$ cat src/rtl/alu_div_seq_if.sv
// Request/result handshake bundle between the execute stage and alu_div_seq.
// Signal names are seen from the divider side; the master modport drives the requests.
interface alu_div_seq_if #(
   parameter int unsigned DATA_WIDTH = 32
) ();
   logic                  valid_i;
   logic                  ready_o;
   logic [1:0]            op_i;
   logic [DATA_WIDTH-1:0] a_i;
   logic [DATA_WIDTH-1:0] b_i;
   logic                  flush_i;
   logic                  valid_o;
   logic                  ready_i;
   logic [DATA_WIDTH-1:0] res_o;
   logic                  busy_o;
   logic                  div_zero_o;

   modport slave (
      input  valid_i, op_i, a_i, b_i, flush_i, ready_i,
      output ready_o, valid_o, res_o, busy_o, div_zero_o
   );

   modport master (
      output valid_i, op_i, a_i, b_i, flush_i, ready_i,
      input  ready_o, valid_o, res_o, busy_o, div_zero_o
   );
endinterface

$ cat src/rtl/alu_div_seq.sv
// RV32M div/divu/rem/remu sequencer: radix-2 restoring divider, one quotient bit per cycle.
// Optional macro ALU_DIV_EARLY_OUT_EN finishes |a| < |b| requests in one edge.
module alu_div_seq #(
   parameter int unsigned DATA_WIDTH = 32
) (
   input logic         clk_i,
   input logic         rst_ni,
   alu_div_seq_if.slave bus
);

   localparam int unsigned CW = $clog2(DATA_WIDTH) + 1;

   typedef enum logic [1:0] {StIdle, StCalc, StFixup, StDone} state_e;

   state_e                state_q, state_d;
   logic [CW-1:0]         cnt_q, cnt_d;
   logic [DATA_WIDTH-1:0] rem_q, rem_d;
   logic [DATA_WIDTH-1:0] quo_q, quo_d;
   logic [DATA_WIDTH-1:0] dvs_q, dvs_d;
   logic                  neg_quo_q, neg_quo_d;
   logic                  neg_rem_q, neg_rem_d;
   logic                  sel_rem_q, sel_rem_d;
   logic [DATA_WIDTH-1:0] res_q, res_d;
   logic                  dz_q, dz_d;

   logic                  signed_op;
   logic                  a_neg, b_neg;
   logic [DATA_WIDTH-1:0] a_mag, b_mag;
   logic                  ovf;
   logic [DATA_WIDTH:0]   shifted;
   logic [DATA_WIDTH-1:0] diff;
   logic                  take;
   logic [DATA_WIDTH-1:0] quo_fix, rem_fix;

   always_comb begin
      signed_op = ~bus.op_i[0];
      a_neg     = signed_op & bus.a_i[DATA_WIDTH-1];
      b_neg     = signed_op & bus.b_i[DATA_WIDTH-1];
      a_mag     = a_neg ? -bus.a_i : bus.a_i;
      b_mag     = b_neg ? -bus.b_i : bus.b_i;
      ovf       = signed_op && (bus.a_i == {1'b1, {(DATA_WIDTH-1){1'b0}}}) && (&bus.b_i);
      // Shifted partial remainder carries one extra bit so the compare stays unsigned.
      shifted   = {rem_q, quo_q[DATA_WIDTH-1]};
      take      = shifted >= {1'b0, dvs_q};
      diff      = shifted[DATA_WIDTH-1:0] - dvs_q;
      quo_fix   = neg_quo_q ? -quo_q : quo_q;
      rem_fix   = neg_rem_q ? -rem_q : rem_q;
   end

   always_comb begin
      state_d   = state_q;
      cnt_d     = cnt_q;
      rem_d     = rem_q;
      quo_d     = quo_q;
      dvs_d     = dvs_q;
      neg_quo_d = neg_quo_q;
      neg_rem_d = neg_rem_q;
      sel_rem_d = sel_rem_q;
      res_d     = res_q;
      dz_d      = dz_q;

      unique case (state_q)
         StIdle: begin
            if (bus.valid_i) begin
               sel_rem_d = bus.op_i[1];
               neg_quo_d = a_neg ^ b_neg;
               neg_rem_d = a_neg;
               dz_d      = 1'b0;
               if (bus.b_i == '0) begin
                  res_d   = bus.op_i[1] ? bus.a_i : '1;
                  dz_d    = 1'b1;
                  state_d = StDone;
               end else if (ovf) begin
                  res_d   = bus.op_i[1] ? '0 : bus.a_i;
                  state_d = StDone;
`ifdef ALU_DIV_EARLY_OUT_EN
               end else if (a_mag < b_mag) begin
                  res_d   = bus.op_i[1] ? bus.a_i : '0;
                  state_d = StDone;
`endif
               end else begin
                  rem_d   = '0;
                  quo_d   = a_mag;
                  dvs_d   = b_mag;
                  cnt_d   = CW'(DATA_WIDTH);
                  state_d = StCalc;
               end
            end
         end
         StCalc: begin
            rem_d = take ? diff : shifted[DATA_WIDTH-1:0];
            quo_d = {quo_q[DATA_WIDTH-2:0], take};
            cnt_d = cnt_q - CW'(1);
            if (cnt_q == CW'(1)) state_d = StFixup;
         end
         StFixup: begin
            res_d   = sel_rem_q ? rem_fix : quo_fix;
            state_d = StDone;
         end
         StDone: begin
            if (bus.ready_i) begin
               dz_d    = 1'b0;
               state_d = StIdle;
            end
         end
         default: state_d = StIdle;
      endcase

      // A flush overrides whatever the state logic decided, including acceptance in idle.
      if (bus.flush_i) begin
         state_d = StIdle;
         dz_d    = 1'b0;
      end
   end

   always_ff @(posedge clk_i or negedge rst_ni) begin
      if (!rst_ni) begin
         state_q   <= StIdle;
         cnt_q     <= '0;
         rem_q     <= '0;
         quo_q     <= '0;
         dvs_q     <= '0;
         neg_quo_q <= 1'b0;
         neg_rem_q <= 1'b0;
         sel_rem_q <= 1'b0;
         res_q     <= '0;
         dz_q      <= 1'b0;
      end else begin
         state_q   <= state_d;
         cnt_q     <= cnt_d;
         rem_q     <= rem_d;
         quo_q     <= quo_d;
         dvs_q     <= dvs_d;
         neg_quo_q <= neg_quo_d;
         neg_rem_q <= neg_rem_d;
         sel_rem_q <= sel_rem_d;
         res_q     <= res_d;
         dz_q      <= dz_d;
      end
   end

   always_comb begin
      bus.ready_o    = (state_q == StIdle);
      bus.busy_o     = (state_q != StIdle);
      bus.valid_o    = (state_q == StDone);
      bus.res_o      = res_q;
      bus.div_zero_o = dz_q;
   end

endmodule

$ cat src/flat_wrapper.sv
// flat-port wrapper written by rule: the top's interface ports become plain ports
module alu_div_seq_flat 
#(
   parameter int unsigned DATA_WIDTH = 32
)
  (clk_i, rst_ni, bus_valid_i, bus_op_i, bus_a_i, bus_b_i, bus_flush_i, bus_ready_i, bus_ready_o, bus_valid_o, bus_res_o, bus_busy_o, bus_div_zero_o);
  alu_div_seq_if #(.DATA_WIDTH(DATA_WIDTH)) bus_i ();
  input logic clk_i;
  input logic rst_ni;
  input wire logic [$bits(bus_i.valid_i)-1:0] bus_valid_i;
  input wire logic [$bits(bus_i.op_i)-1:0] bus_op_i;
  input wire logic [$bits(bus_i.a_i)-1:0] bus_a_i;
  input wire logic [$bits(bus_i.b_i)-1:0] bus_b_i;
  input wire logic [$bits(bus_i.flush_i)-1:0] bus_flush_i;
  input wire logic [$bits(bus_i.ready_i)-1:0] bus_ready_i;
  output wire logic [$bits(bus_i.ready_o)-1:0] bus_ready_o;
  output wire logic [$bits(bus_i.valid_o)-1:0] bus_valid_o;
  output wire logic [$bits(bus_i.res_o)-1:0] bus_res_o;
  output wire logic [$bits(bus_i.busy_o)-1:0] bus_busy_o;
  output wire logic [$bits(bus_i.div_zero_o)-1:0] bus_div_zero_o;
  assign bus_i.valid_i = bus_valid_i;
  assign bus_i.op_i = bus_op_i;
  assign bus_i.a_i = bus_a_i;
  assign bus_i.b_i = bus_b_i;
  assign bus_i.flush_i = bus_flush_i;
  assign bus_i.ready_i = bus_ready_i;
  assign bus_ready_o = bus_i.ready_o;
  assign bus_valid_o = bus_i.valid_o;
  assign bus_res_o = bus_i.res_o;
  assign bus_busy_o = bus_i.busy_o;
  assign bus_div_zero_o = bus_i.div_zero_o;
  alu_div_seq #(.DATA_WIDTH(DATA_WIDTH)) u_core (.clk_i(clk_i), .rst_ni(rst_ni), .bus(bus_i));
endmodule
$ cat config.mk
export PLATFORM = sky130hd
export DESIGN_NAME = alu_div_seq_flat
export DESIGN_NICKNAME = d
export VERILOG_FILES = /design/src/rtl/alu_div_seq_if.sv /design/src/rtl/alu_div_seq.sv /design/src/flat_wrapper.sv
export SDC_FILE = /design/constraint.sdc
export NUM_CORES = 1
export LEC_CHECK = 0
export BUFFER_PORTS_ARGS = -buffer_cell sky130_fd_sc_hd__buf_2
export CORE_MARGIN = 3
export CORE_UTILIZATION = 30
export DETAILED_ROUTE_END_ITERATION = 8
export GPL_TIMING_DRIVEN = 0
export SYNTH_ARGS = -nofsm -noshare
export SYNTH_HDL_FRONTEND = slang
export SYNTH_SLANG_ARGS = --single-unit
export TNS_END_PERCENT = 1
$ cat constraint.sdc
create_clock -name clk_i -period 8.1 [get_ports clk_i]
set_input_delay 1.62 -clock clk_i [delete_from_list [all_inputs] [get_ports clk_i]]
set_output_delay 1.62 -clock clk_i [all_outputs]
set_load 0.01 [all_outputs]
==> results.json <==
{
  "status": "finished clean",
  "initial_utilization_pct": 30.5,
  "tritoncts.num_buffers": 17,
  "synth-seq-cells": 140,
  "finalSetupViolations": 0,
  "crit_path_end_kind": "flip-flop",
  "area_share_of_the_leading_cell_type_in_the_synthesized_netlist_pct": 30.4,
  "num_io_pins": 107,
  "final_core_utilization_pct": 35.2,
  "ys_seq_area_share_pct": 30.4,
  "min_tclk_post_route_ns": 4.75,
  "power_uw": 3670,
  "ctsRootBufferMaster": "sky130_fd_sc_hd__clkbuf_16",
  "viasPerCell": 5.55,
  "power_leakage_uw": 0.00563,
  "power.density_nw_per_um2": 276,
  "holdPathStages": 2,
  "post_cts_setup_buffer_count": 0,
  "postSynthNetCount": 1557,
  "dieWidth_um": 202,
  "synth_compound_gate_area_share_pct": 24.8,
  "mappedNetlistArea_sq_um": 11500,
  "first_pass_grt_wire_length_um": 64900,
  "route.top_layer_used": "met4",
  "grt_remaining_overflow": 0,
  "max_cap_violation_count": 0,
  "slew_viol_final": 0,
  "final.setup_skew_ns": 0.0132,
  "worst_slew_pin_slew_ns": 0.991,
  "reg2reg_to": "u_core.rem_q[28]",
  "grt_use_total_pct": 20.3,
  "synth_area_leader_cell": "sky130_fd_sc_hd__dfrtp_1",
  "number_of_instances_resized_during_post_cts_repair": 0,
  "largest_net_degree_at_the_start_of_global_routing": 85,
  "holdCritPathClass": "flip-flop to flip-flop",
  "io_buffers": 103,
  "first_global_vias": 10700,
  "cts.reportedPaths.clkPinSlew_ns": 0.06,
  "worst_skew_pair.late_latency_ns": 0.45,
  "timing.critical_path.fanout_max": 10,
  "layout-drive-gt1-share_pct": 10.8,
  "cts_hold_buf": 0,
  "cts_max_path_buffers": 2,
  "drtPass1Iterations": 5,
  "library_cells_used_by_synthesis": 72,
  "finalNetCount": 1680,
  "layout_common_cells": "sky130_fd_sc_hd__dfrtp_1, sky130_fd_sc_hd__nand2_1, sky130_fd_sc_hd__a21oi_1",
  "m1WireLength_um": 19800,
  "setup_repair_after_global_routing_missed_its_margin": "false",
  "vdd_drop_max_uv": 167,
  "h-tree-depth": 4,
  "post_synth_fa_ha_maj_area_fraction_pct": 7.10,
  "post_synth_edffs": 0,
  "detail_route.wirelength_um": 42100,
  "tritoncts": "done",
  "totalNegativeSetupSlack_ns": 0,
  "rows": 71,
  "min_period_over_period_pct": 58.6,
  "critical_path_arrival_ns": 5.05,
  "wire_per_inst_um": 20.2,
  "dominantRegCellSynth": "sky130_fd_sc_hd__dfrtp_1",
  "design.die.area_sq_um": 40800,
  "worst_hold_startpoint": "u_core.dvs_q[20]",
  "cells_after_synth": 1442,
  "synth_top_family_by_area": "compound AO/OA/AOI/OAI gates",
  "ff2ff_path_depth": 12,
  "timing.final.hold_violations": 0,
  "synth_simple_gate_area_share_pct": 18.1,
  "synth_xor_xnor_area_share_pct": 11.5,
  "grt_antenna_before_repair": 1,
  "worst-endpoint-required_ns": 8.40,
  "core_region_area_sq_um": 37800,
  "die_height_um": 202,
  "remaining_drc_errors": 0,
  "r2r_setup_slack_ns": 4.42,
  "area_growth_syn_to_layout_pct": 15.5,
  "ys.warnings.count": 0,
  "vias": 11600,
  "cts_sinks": 140,
  "asyncSetResetFlopFracSynth_pct": 100,
  "place_congestion": 0.964,
  "synthMuxAreaShare_pct": 2.78,
  "syn-mean-instance-area_sq_um": 7.99,
  "dr_wl_met2_um": 17700,
  "worst_hold_endpoint": "u_core.dvs_q[20]",
  "worst_slew_margin_pct": 33.9,
  "critPathKind": "input pin to flip-flop",
  "drt.antenna.violating_nets": 0,
  "crit_path_start_kind": "input pin",
  "most_common_library_cell_in_the_layout_ignoring_fill_and_taps": "sky130_fd_sc_hd__dfrtp_1",
  "fmax_mhz": 211,
  "post_detailed_placement_half_perimeter_wirelength_um": 33100,
  "synth.area.top_cells": "sky130_fd_sc_hd__dfrtp_1, sky130_fd_sc_hd__xor2_1, sky130_fd_sc_hd__a21oi_1",
  "crit-reg2reg-launch": "u_core.quo_q[31]",
  "wl_met3_um": 3630,
  "initial_drc_count": 1065
}
-- worst max path at each step --
stage                     from                   end  slack [ns]  cells past startpoint
global placement    bus_a_i[0]  u_core.bus.res_o[19]        3.02                     13
finish              bus_a_i[0]      u_core.dvs_q[30]        3.35                     11
global route        bus_a_i[0]  u_core.bus.res_o[19]        3.27                     13
CTS                 bus_a_i[0]      u_core.dvs_q[30]        3.46                     11
detailed placement  bus_a_i[0]      u_core.dvs_q[30]        2.99                     11
floorplan           bus_a_i[0]      u_core.quo_q[31]        4.05                     12
-- Yosys cell counts, types with 5 or more instances --
library cell	number
sky130_fd_sc_hd__o211ai_1	17
sky130_fd_sc_hd__inv_1	55
sky130_fd_sc_hd__or3_1	22
sky130_fd_sc_hd__clkbuf_1	66
sky130_fd_sc_hd__a21oi_1	135
sky130_fd_sc_hd__a31oi_1	11
sky130_fd_sc_hd__nor3_1	30
sky130_fd_sc_hd__a211oi_1	17
sky130_fd_sc_hd__or4_1	8
sky130_fd_sc_hd__o21bai_1	6
sky130_fd_sc_hd__buf_1	8
sky130_fd_sc_hd__nor2b_1	6
sky130_fd_sc_hd__maj3_1	26
sky130_fd_sc_hd__buf_2	13
sky130_fd_sc_hd__mux2i_1	32
sky130_fd_sc_hd__o21ai_0	107
sky130_fd_sc_hd__o221ai_1	5
sky130_fd_sc_hd__a2bb2oi_1	5
sky130_fd_sc_hd__xnor2_1	70
sky130_fd_sc_hd__xor2_1	81
sky130_fd_sc_hd__and2_1	6
sky130_fd_sc_hd__nor2_1	130
sky130_fd_sc_hd__ha_1	43
sky130_fd_sc_hd__o21ai_1	29
sky130_fd_sc_hd__nand4_1	18
sky130_fd_sc_hd__nand2_1	138
sky130_fd_sc_hd__nand2b_1	11
sky130_fd_sc_hd__and3_1	14
sky130_fd_sc_hd__o22ai_1	21
sky130_fd_sc_hd__nor3b_1	5
sky130_fd_sc_hd__o41ai_1	19
sky130_fd_sc_hd__a22oi_1	9
sky130_fd_sc_hd__nor4_1	15
sky130_fd_sc_hd__nand3_1	17
sky130_fd_sc_hd__a21o_1	17
sky130_fd_sc_hd__o21a_1	7
sky130_fd_sc_hd__o31ai_1	26
sky130_fd_sc_hd__dfrtp_1	140
-- stage by stage --
stage          std cells  cell area, sq um  hold WS [ns]  worst slack, ns
5_1_grt             2087             13300         0.508             3.27
4_1_cts             2087             13300         0.484             3.46
6_report            2088             13300         0.478             3.35
3_3_place_gp        2056             12700         0.465             3.02
2_1_floorplan       1442             11500         0.450             4.05
3_5_place_dp        2057             12700         0.470             2.99
-- flip-flops by register name (all words and copies together) (netlist names), 2 cells and up --
signal            cells
u_core.rem_q         32
u_core.state_q        2
u_core.quo_q         32
u_core.cnt_q          6
u_core.dvs_q         32
u_core.bus.res_o     32
-- power by group --
part / internal [uW] / leakage (uW) / switching (uW)
Sequential: 923 / 0.00180 / 221
Clock: 488 / 0.000285 / 335
Combinational: 623 / 0.00355 / 1080
Total: 2030 / 0.00563 / 1640
-- final cells by class --
class / instances / area (sq um)
inverter: 56 / 210
buffer: 93 / 400
fill: 3973 / 24500
clock inverter: 11 / 146
sequential: 140 / 3500
clock buffer: 19 / 443
tap: 511 / 639
antenna: 1 / 2.50
multi-input combinational: 1153 / 7410
timing repair buffer: 104 / 549
-- routing by layer --
| layer | global-route usage (%) | vias to the layer above |
|---|---|---|
| li1 | - | 5424 |
| met3 | 4.38 | 58 |
| met2 | 29.5 | 505 |
| met5 | 0 | - |
| met1 | 30.2 | 5599 |
| met4 | 6.03 | 0 |
-- critical path, cell delays in order --
cell	delay (ns)
sky130_fd_sc_hd__buf_2	0.17
sky130_fd_sc_hd__inv_1	0.09
sky130_fd_sc_hd__ha_1	0.26
sky130_fd_sc_hd__nor3b_1	0.33
sky130_fd_sc_hd__nand2_2	0.14
sky130_fd_sc_hd__or4_1	0.62
sky130_fd_sc_hd__buf_2	0.23
sky130_fd_sc_hd__o211ai_4	0.50
sky130_fd_sc_hd__buf_2	0.50
sky130_fd_sc_hd__buf_1	0.41
sky130_fd_sc_hd__o21ai_0	0.16
-- logic make-up after synthesis --
| kind of cell | after synthesis |
|---|---|
| multiplexers | 32 |
| AND/OR/NAND/NOR | 439 |
| adder cells (fa/ha/maj) | 70 |
| AO/OA/AOI/OAI | 461 |
| flip-flops | 140 |
| buffers and inverters | 149 |
| XOR/XNOR | 151 |
No activity file was read; power rests on OpenSTA's default activity.
